`src/rtl/gpu_fpga_pkg.sv`:
```
// Shared types and defaults for the FPGA-side scene loader that feeds the GPU core over SPI.
package gpu_fpga_pkg;

    typedef enum logic [1:0] {
        IDLE  = 2'd0,
        FETCH = 2'd1,
        SHIFT = 2'd2,
        HOLD  = 2'd3
    } state_t;

    // {CPOL, CPHA}: clock idles low, data sampled on the rising edge
    localparam logic [1:0] SPI_MODE0 = 2'b00;

    localparam int unsigned DEF_NBYTES  = 36;
    localparam int unsigned DEF_CLK_DIV = 4;
    localparam int unsigned DEF_AW      = 8;

endpackage

```
`src/rtl/scene_spi_loader_if.sv`:
```
// Scene ROM port plus SPI pins between the loader (master) and the GPU/ROM side (slave).
interface scene_spi_loader_if
    import gpu_fpga_pkg::*;
#(
    parameter int unsigned AW = DEF_AW
);
    logic [AW-1:0] rom_addr;
    logic [7:0]    rom_data;
    logic          spi_sclk;
    logic          spi_mosi;
    logic          spi_cs_n;

    modport master (
        output rom_addr, spi_sclk, spi_mosi, spi_cs_n,
        input  rom_data
    );

    modport slave (
        input  rom_addr, spi_sclk, spi_mosi, spi_cs_n,
        output rom_data
    );
endinterface

```
`src/rtl/spi_tx_shifter.sv`:
```
// Mode-0 byte serialiser: CLK_DIV cycles low then CLK_DIV cycles high per bit, MSB first.
module spi_tx_shifter
    import gpu_fpga_pkg::*;
#(
    parameter int unsigned CLK_DIV = DEF_CLK_DIV
) (
    input  logic       clk,
    input  logic       rst_n,
    input  logic       load,
    input  logic [7:0] data,
    output logic       sclk,
    output logic       mosi,
    output logic       byte_end_c
);
    localparam int unsigned   DW       = (CLK_DIV > 1) ? $clog2(CLK_DIV) : 1;
    localparam logic [DW-1:0] DIV_LAST = DW'(CLK_DIV - 1);

    logic          active;
    logic [DW-1:0] div_cnt;
    logic [2:0]    bit_cnt;
    logic [7:0]    sreg;
    logic          phase_end;

    assign phase_end  = active && (div_cnt == DIV_LAST);
    // Last cycle of bit0's high phase: the owner may load the next byte here for a gapless stream
    assign byte_end_c = phase_end && sclk && (bit_cnt == 3'd0);
    assign mosi       = sreg[7];

    always_ff @(posedge clk or negedge rst_n) begin
        if (!rst_n) begin
            active  <= 1'b0;
            div_cnt <= '0;
            bit_cnt <= '0;
            sreg    <= '0;
            sclk    <= SPI_MODE0[1];
        end else if (load) begin
            active  <= 1'b1;
            div_cnt <= '0;
            bit_cnt <= 3'd7;
            sreg    <= data;
            sclk    <= SPI_MODE0[1];
        end else if (byte_end_c) begin
            active  <= 1'b0;
            div_cnt <= '0;
            sreg    <= '0;
            sclk    <= SPI_MODE0[1];
        end else if (phase_end) begin
            div_cnt <= '0;
            if (!sclk) begin
                sclk <= 1'b1;
            end else begin
                sclk    <= 1'b0;
                bit_cnt <= bit_cnt - 3'd1;
                sreg    <= {sreg[6:0], 1'b0};
            end
        end else if (active) begin
            div_cnt <= div_cnt + DW'(1);
        end
    end

endmodule

```
`src/rtl/scene_spi_loader.sv`:
```
// Streams NBYTES of scene ROM into the GPU's SPI pins once per VSync fall (or soft_start).
module scene_spi_loader
    import gpu_fpga_pkg::*;
#(
    parameter int unsigned NBYTES  = DEF_NBYTES,
    parameter int unsigned CLK_DIV = DEF_CLK_DIV,
    parameter int unsigned AW      = DEF_AW
) (
    input  logic                clk,
    input  logic                rst_n,
    input  logic                enable,
    input  logic                vsync_in,
    input  logic                soft_start,
    scene_spi_loader_if.master  bus,
    output logic                busy,
    output logic                frame_done,
    output logic                overrun
);
    localparam int unsigned   HW        = (CLK_DIV > 1) ? $clog2(CLK_DIV) : 1;
    localparam logic [HW-1:0] HOLD_LAST = HW'(CLK_DIV - 1);
    localparam logic [AW-1:0] ADDR_LAST = AW'(NBYTES - 1);
    localparam logic [7:0]    BYTE_LAST = 8'(NBYTES - 1);

    logic          vs_s1, vs_s2, vs_d;
    logic          trig_c;
    state_t        state, state_d;
    logic [AW-1:0] addr, addr_d;
    logic [7:0]    byte_idx, byte_idx_d;
    logic [HW-1:0] hold_cnt, hold_cnt_d;
    logic          cs_n, cs_n_d;
    logic          busy_d, done_d, overrun_d;
    logic          load_c, byte_end_c;

    // VSync synchroniser plus edge register; idles high so reset never looks like a fall
    always_ff @(posedge clk or negedge rst_n) begin
        if (!rst_n) begin
            vs_s1 <= 1'b1;
            vs_s2 <= 1'b1;
            vs_d  <= 1'b1;
        end else begin
            vs_s1 <= vsync_in;
            vs_s2 <= vs_s1;
            vs_d  <= vs_s2;
        end
    end

    assign trig_c = enable && ((vs_d && !vs_s2) || soft_start);

    always_ff @(posedge clk or negedge rst_n) begin
        if (!rst_n) begin
            state      <= IDLE;
            addr       <= '0;
            byte_idx   <= '0;
            hold_cnt   <= '0;
            cs_n       <= 1'b1;
            busy       <= 1'b0;
            frame_done <= 1'b0;
            overrun    <= 1'b0;
        end else begin
            state      <= state_d;
            addr       <= addr_d;
            byte_idx   <= byte_idx_d;
            hold_cnt   <= hold_cnt_d;
            cs_n       <= cs_n_d;
            busy       <= busy_d;
            frame_done <= done_d;
            overrun    <= overrun_d;
        end
    end

    always_comb begin
        state_d    = state;
        addr_d     = addr;
        byte_idx_d = byte_idx;
        hold_cnt_d = hold_cnt;
        cs_n_d     = cs_n;
        busy_d     = busy;
        done_d     = 1'b0;
        load_c     = 1'b0;
        overrun_d  = overrun || (trig_c && (state != IDLE));

        case (state)
            IDLE: begin
                addr_d = '0;
                if (trig_c) begin
                    state_d = FETCH;
                    busy_d  = 1'b1;
                end
            end
            FETCH: begin
                state_d    = SHIFT;
                load_c     = 1'b1;
                cs_n_d     = 1'b0;
                byte_idx_d = '0;
                if (addr != ADDR_LAST) addr_d = addr + AW'(1);
            end
            SHIFT: begin
                // Address runs one byte ahead of the shifter and saturates at the last byte
                if (byte_end_c) begin
                    if (byte_idx != BYTE_LAST) begin
                        load_c     = 1'b1;
                        byte_idx_d = byte_idx + 8'd1;
                        if (addr != ADDR_LAST) addr_d = addr + AW'(1);
                    end else begin
                        state_d    = HOLD;
                        hold_cnt_d = '0;
                    end
                end
            end
            HOLD: begin
                if (hold_cnt == HOLD_LAST) begin
                    state_d = IDLE;
                    cs_n_d  = 1'b1;
                    busy_d  = 1'b0;
                    done_d  = 1'b1;
                    addr_d  = '0;
                end else begin
                    hold_cnt_d = hold_cnt + HW'(1);
                end
            end
            default: state_d = IDLE;
        endcase
    end

    spi_tx_shifter #(.CLK_DIV(CLK_DIV)) u_shifter (
        .clk        (clk),
        .rst_n      (rst_n),
        .load       (load_c),
        .data       (bus.rom_data),
        .sclk       (bus.spi_sclk),
        .mosi       (bus.spi_mosi),
        .byte_end_c (byte_end_c)
    );

    assign bus.rom_addr = addr;
    assign bus.spi_cs_n = cs_n;

endmodule

```
`src/flat_wrapper.sv`:
```
// flat-port wrapper written by rule: the top's interface ports become plain ports
module scene_spi_loader_flat import gpu_fpga_pkg::*;
#(
    parameter int unsigned NBYTES  = DEF_NBYTES,
    parameter int unsigned CLK_DIV = DEF_CLK_DIV,
    parameter int unsigned AW      = DEF_AW
)
  (clk, rst_n, enable, vsync_in, soft_start, busy, frame_done, overrun, bus_rom_addr, bus_spi_sclk, bus_spi_mosi, bus_spi_cs_n, bus_rom_data);
  scene_spi_loader_if #(.AW(AW)) bus_i ();
  input  logic clk;
  input  logic rst_n;
  input  logic enable;
  input  logic vsync_in;
  input  logic soft_start;
  output logic busy;
  output logic frame_done;
  output logic overrun;
  output wire logic [$bits(bus_i.rom_addr)-1:0] bus_rom_addr;
  output wire logic [$bits(bus_i.spi_sclk)-1:0] bus_spi_sclk;
  output wire logic [$bits(bus_i.spi_mosi)-1:0] bus_spi_mosi;
  output wire logic [$bits(bus_i.spi_cs_n)-1:0] bus_spi_cs_n;
  input wire logic [$bits(bus_i.rom_data)-1:0] bus_rom_data;
  assign bus_rom_addr = bus_i.rom_addr;
  assign bus_spi_sclk = bus_i.spi_sclk;
  assign bus_spi_mosi = bus_i.spi_mosi;
  assign bus_spi_cs_n = bus_i.spi_cs_n;
  assign bus_i.rom_data = bus_rom_data;
  scene_spi_loader #(.NBYTES(NBYTES), .CLK_DIV(CLK_DIV), .AW(AW)) u_core (.clk(clk), .rst_n(rst_n), .enable(enable), .vsync_in(vsync_in), .soft_start(soft_start), .bus(bus_i), .busy(busy), .frame_done(frame_done), .overrun(overrun));
endmodule
```
`config.mk`:
```
export PLATFORM = sky130hd
export DESIGN_NAME = scene_spi_loader_flat
export DESIGN_NICKNAME = d
export VERILOG_FILES = /design/src/rtl/gpu_fpga_pkg.sv /design/src/rtl/scene_spi_loader_if.sv /design/src/rtl/spi_tx_shifter.sv /design/src/rtl/scene_spi_loader.sv /design/src/flat_wrapper.sv
export SDC_FILE = /design/constraint.sdc
export NUM_CORES = 1
export LEC_CHECK = 0
export ABC_AREA = 1
export CORE_MARGIN = 2
export CORE_UTILIZATION = 56
export DETAILED_ROUTE_END_ITERATION = 12
export PLACE_DENSITY = 0.77
export REMOVE_ABC_BUFFERS = 1
export SETUP_SLACK_MARGIN = 0.15
export SLEW_MARGIN = 20
export SYNTH_ARGS = -nofsm -noshare
export SYNTH_HDL_FRONTEND = slang
export SYNTH_SLANG_ARGS = --single-unit
```
`constraint.sdc`:
```
create_clock -name clk -period 2.15 [get_ports clk]
set_clock_uncertainty 0.2 [all_clocks]
set_input_delay 0.3225 -clock clk [delete_from_list [all_inputs] [get_ports clk]]
set_output_delay 0.3225 -clock clk [all_outputs]
set_load 0.1 [all_outputs]
```
==> impl_results.md, run 1 <==
* Non-Filler Instances at 392
* Final worst path period share at 0.8454
* EDFF count, synth at 0
* Vias in the first global route at 1,881
* Max_slew headroom at 0.7808
* Layout cells sized above 1 at 0.1696
* Wire per inst at 11.42 um
* Site row count at 23
* Max Cap Viol at 0
* Critical Path End Type: flop
* GPL Wtd Cong at 0.8141
* Met3 WL at 149 um
* Met2 wire length at 2.221 mm
* Most common cell in the netlist: nand2_1
* Global Route Usage Sum at 0.2240
* Hold Slack at 0.1572 ns
* Crit path kind: reg2reg
* TNS Setup at 0 ns
* DRT iter0 DRCs at 124
* Largest area contributor in the netlist: dfrtp_1
* CP dominant cell by count: nand2_1
* Fraction of the mapped netlist area in compound gates at 0.08271
* Worst endpoint required time at 2.18 ns
* Startpoint Class: flop
* Adder-Cell Fraction of Synth Area at 0.05832
* Hpwl dp at 3.293 mm
* PortBufs at 26
* Worst Tran Pin Value at 0.3288 ns
* Min cycle time layout at 1.818 ns
* Max FO, Critical Path at 8
* PwrDens at 1279 nW/um^2
* Max Transition Viols Final at 0
* CTS Buffer Depth at 2
* WP buf/inv at 2
* Seq cells post-synth at 42
* First-pass GRT wire length at 7.879 mm
* Global route overflow at 0
* Total chip power at 0.003625 W
* Gate Count Post-Synth at 305
* Top sig layer: met4
* Hold Path Class: reg2reg
* Placed cell count at 382
* Largest delay share family, worst path: simple AND/OR/NAND/NOR gates
* Data arrival, critical path at 1.85 ns
* Die height at 68.92 um
* Fin util at 0.7034
* Reg clk slew, reported paths at 0.07 ns
* Synth Warn # at 0
* # DRC at 0
* Clock Latency Late Sink at 0.30 ns
* VDD IR max at 0.0008253 V
* Slowest cell on crit path: dfrtp_1
* Synth async-reset ratio at 1.000
* Synth cell count leaders: 118 x nand2_1, 38 x dfrtp_1, 37 x nand3_1
* Final setup violating endpoints at 0
* Die Wd at 68.92 um
* CTS tree: built
* N_diodes at 0
* Die area at 4749 sq um
* Root buffer cell: clkbuf_8
* Routed metal-1 wire length at 2.041 mm
* Total detailed-routing wirelength at 4.477 mm
* Simple-gate share of the synthesized area at 0.3340
* Initial antenna violation count at 0
* Vias per cell at 4.992
* Detail Route Antenna Nets at 0
* Max stage delay on crit path at 0.40 ns
* Avg Inst Size Synth at 7.737 sq um
* Core ar. at 4029 sq um
* Combinational family with the most area after synthesis: simple AND/OR/NAND/NOR gates
* RSZ-0062 raised after global routing: no
* Cell chain of the critical path: inv_1, ha_4, nand2_1, nor3_1, nand2_1, nand2_1, inv_1, nand2_2, nand2_1, nand2_1
* I/O pins at 27
* Mux cell area share after synthesis at 0
* Ys flop type: dfrtp_1
* P&R area growth vs syn at 20.10%
* Starting density of the core at 0.5857
* Largest net degree at the start of global routing at 43
* Share of the synthesized area in the top cell type at 0.4030
* Final Hold Fails at 0
* Outcome: complete, no violations
* Sequential area share after synthesis at 0.4475
* Clock H-tree levels at 2
* Max Clk Rate at 550.2 MHz
* Synth Area in XOR/XNOR at 0.003712
* # clock sinks at 42
* Post-synth cell types at 27
* Vias at 1,957
* Synth area leaders: dfrtp_1 40%, nand2_1 19%, nand3_1 7.8%, ha_1 5.8%, inv_1 5.7%
* Lkg Pwr at 1.422 nW
* Fin nets at 365
* DRT Pass-1 Iters at 4
* Post-Syn Area at 2360 sq um
* CTS buffer count at 5
## flip-flops by register name (all words and copies together), names as in the netlist, 2 cells and up
signal and flops:
u_core.hold_cnt 2, u_core.state 2, u_core.u_shifter.bit_cnt 3, u_core.bus.rom_addr 8, u_core.u_shifter.div_cnt 2, u_core.byte_idx 8, u_core.u_shifter.sreg 8
## metal layers
| layer | global-route usage | vias to the layer above |
|---|---|---|
| met5 | 0 | - |
| met4 | 0.07843 | 0 |
| met3 | 0.05844 | 5 |
| met2 | 0.3798 | 27 |
| met1 | 0.2758 | 892 |
| li1 | - | 1033 |
## cell type report
cell class	count	area (sq um)
clock buffers	7	86.33
clock inverters	1	5.005
fillers	344	1195
inverters	37	138.9
multi-input cells	222	1160
flip-flops and latches	42	1056
well taps	50	62.56
repair buffers	33	325.3
## where the power goes
group          total (W)  switching, W  internal (W)
Clock           0.000518      0.000259      0.000259
Combinational    0.00194       0.00130      0.000640
Sequential       0.00117      0.000153       0.00101
## timing repair
action | in CTS | in global routing
gates resized for setup | 1 | 6
hold buffers | 1 | 0
endpoints found under the hold margin | 38 | 0
endpoints found under the setup margin | 7 | 23
buffers inserted | 0 | 1
cloned | 0 | 0
## cells in the final DEF (no fill, tap or decap), drive strengths merged
master / synthesis / layout
a21oi: 7 / 7
or2: 3 / 3
o21ai: 15 / 15
clkbuf: 0 / 7
nor3b: 1 / 1
ha: 11 / 11
clkinv: 0 / 1
nand4: 1 / 1
clkdlybuf4s50: 0 / 11
nor2: 18 / 18
dfrtp: 38 / 38
dfstp: 4 / 4
dlygate4sd3: 0 / 1
nor3: 1 / 1
nand3: 40 / 40
nand2: 118 / 118
o22ai: 1 / 1
inv: 37 / 37
xor2: 1 / 1
o21bai: 5 / 5
buf: 4 / 21
## metrics by stage
stage / setup WS (ns) / area (sq um)
3_3_place_gp: 0.2376 / 2695
2_1_floorplan: -0.03094 / 2325
4_1_cts: 0.1755 / 2799
6_report: 0.3325 / 2834
3_5_place_dp: 0.1540 / 2695
5_1_grt: 0.1459 / 2834
## final timing paths
kind	cells past startpoint	slack, ns	endpoint	startpoint
min in group asynchronous	3	0.32	u_core.byte_idx[5]	rst_n
min reg2reg	0	0.16	u_core.vs_s2	u_core.vs_s1
max reg2reg	10	0.33	u_core.bus.rom_addr[7]	u_core.state[1]
min	0	0.16	u_core.vs_s2	u_core.vs_s1
max	10	0.33	u_core.bus.rom_addr[7]	u_core.state[1]
max in group asynchronous	3	1.16	u_core.vs_d	rst_n
## kinds of logic after synthesis
kind of cell	Yosys count
AND/OR/NAND/NOR	182
flip-flops	42
buffers and inverters	41
AO/OA/AOI/OAI	28
adder cells (fa/ha/maj)	11
XOR/XNOR	1
(Power assumes the default switching activity.)
==> inputs of run 2 (changes only) <==
clock period = 1.7 ns   (was 2.15 ns; I/O delays follow)
==> run 2 against run 1 <==
Effect of this change:
- largest cell class unchanged
- fmax is 4.3% lower
- die area did not move
- flip-flop and latch count is the same
- critical endpoint is now u_core.bus.rom_addr[6]
- the flow now finishes with violations (setup timing)
- highest routed layer unchanged
- critical path type unchanged
==> impl_results.md, run 2 (synthesis gave the netlist of run 1 again) <==
* Outcome: complete, but fails checks
* Failing checks: setup timing
* Data arrival, critical path at 1.94 ns
* Total detailed-routing wirelength at 9.699 mm
* Worst Tran Pin Value at 0.4433 ns
* CTS Buffer Depth at 2
* Die height at 68.92 um
* P&R area growth vs syn at 59.17%
* Largest net degree at the start of global routing at 27
* Starting density of the core at 0.5857
* Wire per inst at 22.09 um
* PortBufs at 26
* N_diodes at 0
* Max Transition Viols Final at 0
* RSZ-0062 raised after global routing: yes
* Max Cap Viol at 0
* Startpoint Class: flop
* Hold_sp: u_core.vs_s1
* Placed cell count at 412
* Lkg Pwr at 1.822 nW
* Die Wd at 68.92 um
* Vias per cell at 6.401
* Worst endpoint required time at 1.74 ns
* Final setup violating endpoints at 31
* Detail Route Antenna Nets at 0
* Worst setup path start: u_core.state[0]
* CTS buffer count at 5
* Reg clk slew, reported paths at 0.09 ns
* Worst Slack Setup Final at -0.1992 ns
* Fin nets at 412
* Fill count at 111
* Global Route Usage Sum at 0.3358
* # DRC at 0
* DRT Pass-1 Iters at 5
* Hold Path Class: reg2reg
* Final worst path period share at 1.117
* Max Clk Rate at 526.5 MHz
* Post-DP Area at 3083 sq um
* Max FO, Critical Path at 8
* Min cycle time layout at 1.899 ns
* Layout cells sized above 1 at 0.4344
* Max_slew headroom at 0.7044
* Die area at 4749 sq um
* GPL Wtd Cong at 0.8054
* Clock Latency Late Sink at 0.31 ns
* Vias at 2,810
* Most frequent cells in the layout: 87 x nand2_1, 38 x dfrtp_1, 37 x buf_4
* VDD IR max at 0.001565 V
* First-pass GRT wire length at 11.45 mm
* Root buffer cell: clkbuf_8
* RR Startpoint: u_core.state[0]
* Core ar. at 4029 sq um
* Site row count at 23
* Clock H-tree levels at 2
* DRT iter0 DRCs at 504
* Reg area at 1056 sq um
* Vias in the first global route at 2,510
* Final Hold Fails at 0
* Initial antenna violation count at 0
* Final instance area at 3756 sq um
* CTS tree: built
* Area of the multi-input gates at 1445 sq um
* PwrDens at 1872 nW/um^2
* I/O pins at 27
* # clock sinks at 42
* Commonest non-fill, non-tap cell in the layout: nand2_1
* Hpwl dp at 3.806 mm
* Non-Filler Instances at 439
* Crit path kind: reg2reg
* Fin util at 0.9323
* Critical Path End Type: flop
* Global route overflow at 0
run 2: changes by cell type in the layout (fill, tap and decap cells not counted), moves of 5 or more:
cell     before  now
buf_4        16   37
nand2_2       1   24
nand3_1      37   28
nand2_4       0    7
buf_6         0   12
inv_2         1   10
inv_1        36   24
nand2_1     117   87
buf_12        4   17
ha_1          8    3
nand3_2       1    9
run 2: worst max-delay path, stage by stage (launching register included):
cell,delay (ns)
dfrtp_1,0.42
inv_2,0.08
ha_4,0.27
nand2_2,0.08
nor3_2,0.04
nand2_1,0.09
nand2_2,0.06
buf_6,0.12
nor2_4,0.22
nand2_1,0.14
nand2_1,0.12
run 2: path summary, 6_finish.rpt:
path                       slack (ns)                     end  depth (start not counted)
max                             -0.20  u_core.bus.rom_addr[6]                         10
min                              0.16            u_core.vs_s2                          0
max reg2reg                     -0.20  u_core.bus.rom_addr[6]                         10
min reg2reg                      0.16            u_core.vs_s2                          0
max in group asynchronous        0.51            u_core.vs_s1                          3
min in group asynchronous        0.21      u_core.byte_idx[1]                          2
run 2: repair_timing:
item                                   4_1_cts  5_1_grt
setup endpoints to repair                   36       37
endpoints found under the hold margin       16        0
hold buffers                                 1        0
gates cloned                                 0        1
setup buffers                               10        7
gates resized for setup                     53       54
pin swaps                                   19       34
run 2: stage by stage:
step           setup TNS, ns  total power, W  setup WS (ns)  hold WS [ns]
4_1_cts                    0        0.006030        0.01759        0.1459
2_1_floorplan         -13.05        0.003206        -0.4809       -0.2406
6_report              -3.074        0.007030        -0.1992        0.1605
3_3_place_gp         -0.4787        0.004395       -0.05742       0.01203
3_5_place_dp          -1.415        0.004497        -0.1480       0.01249
5_1_grt               -4.128        0.007247        -0.3417        0.1598
run 2: per-layer routing:
layer  track usage  wire length [um]
met1        0.3725              3453
met2        0.5781              4519
met3       0.07955               988
met4        0.2083               739
met5             0                 0
run 2: power breakdown:
group,total (W),internal (W),switching [W]
clock network,0.00101,0.000627,0.000386
registers,0.00154,0.00128,0.000259
logic,0.00448,0.00183,0.00265
run 2: final cells by class:
| class | instances | area share |
|---|---|---|
| clock buffers | 6 | 0.02199 |
| clock inverters | 2 | 0.01599 |
| inverters | 37 | 0.03897 |
| multi-input cells | 222 | 0.3847 |
| flip-flops and latches | 42 | 0.2811 |
| well taps | 50 | 0.01666 |
| repair buffers | 80 | 0.2405 |
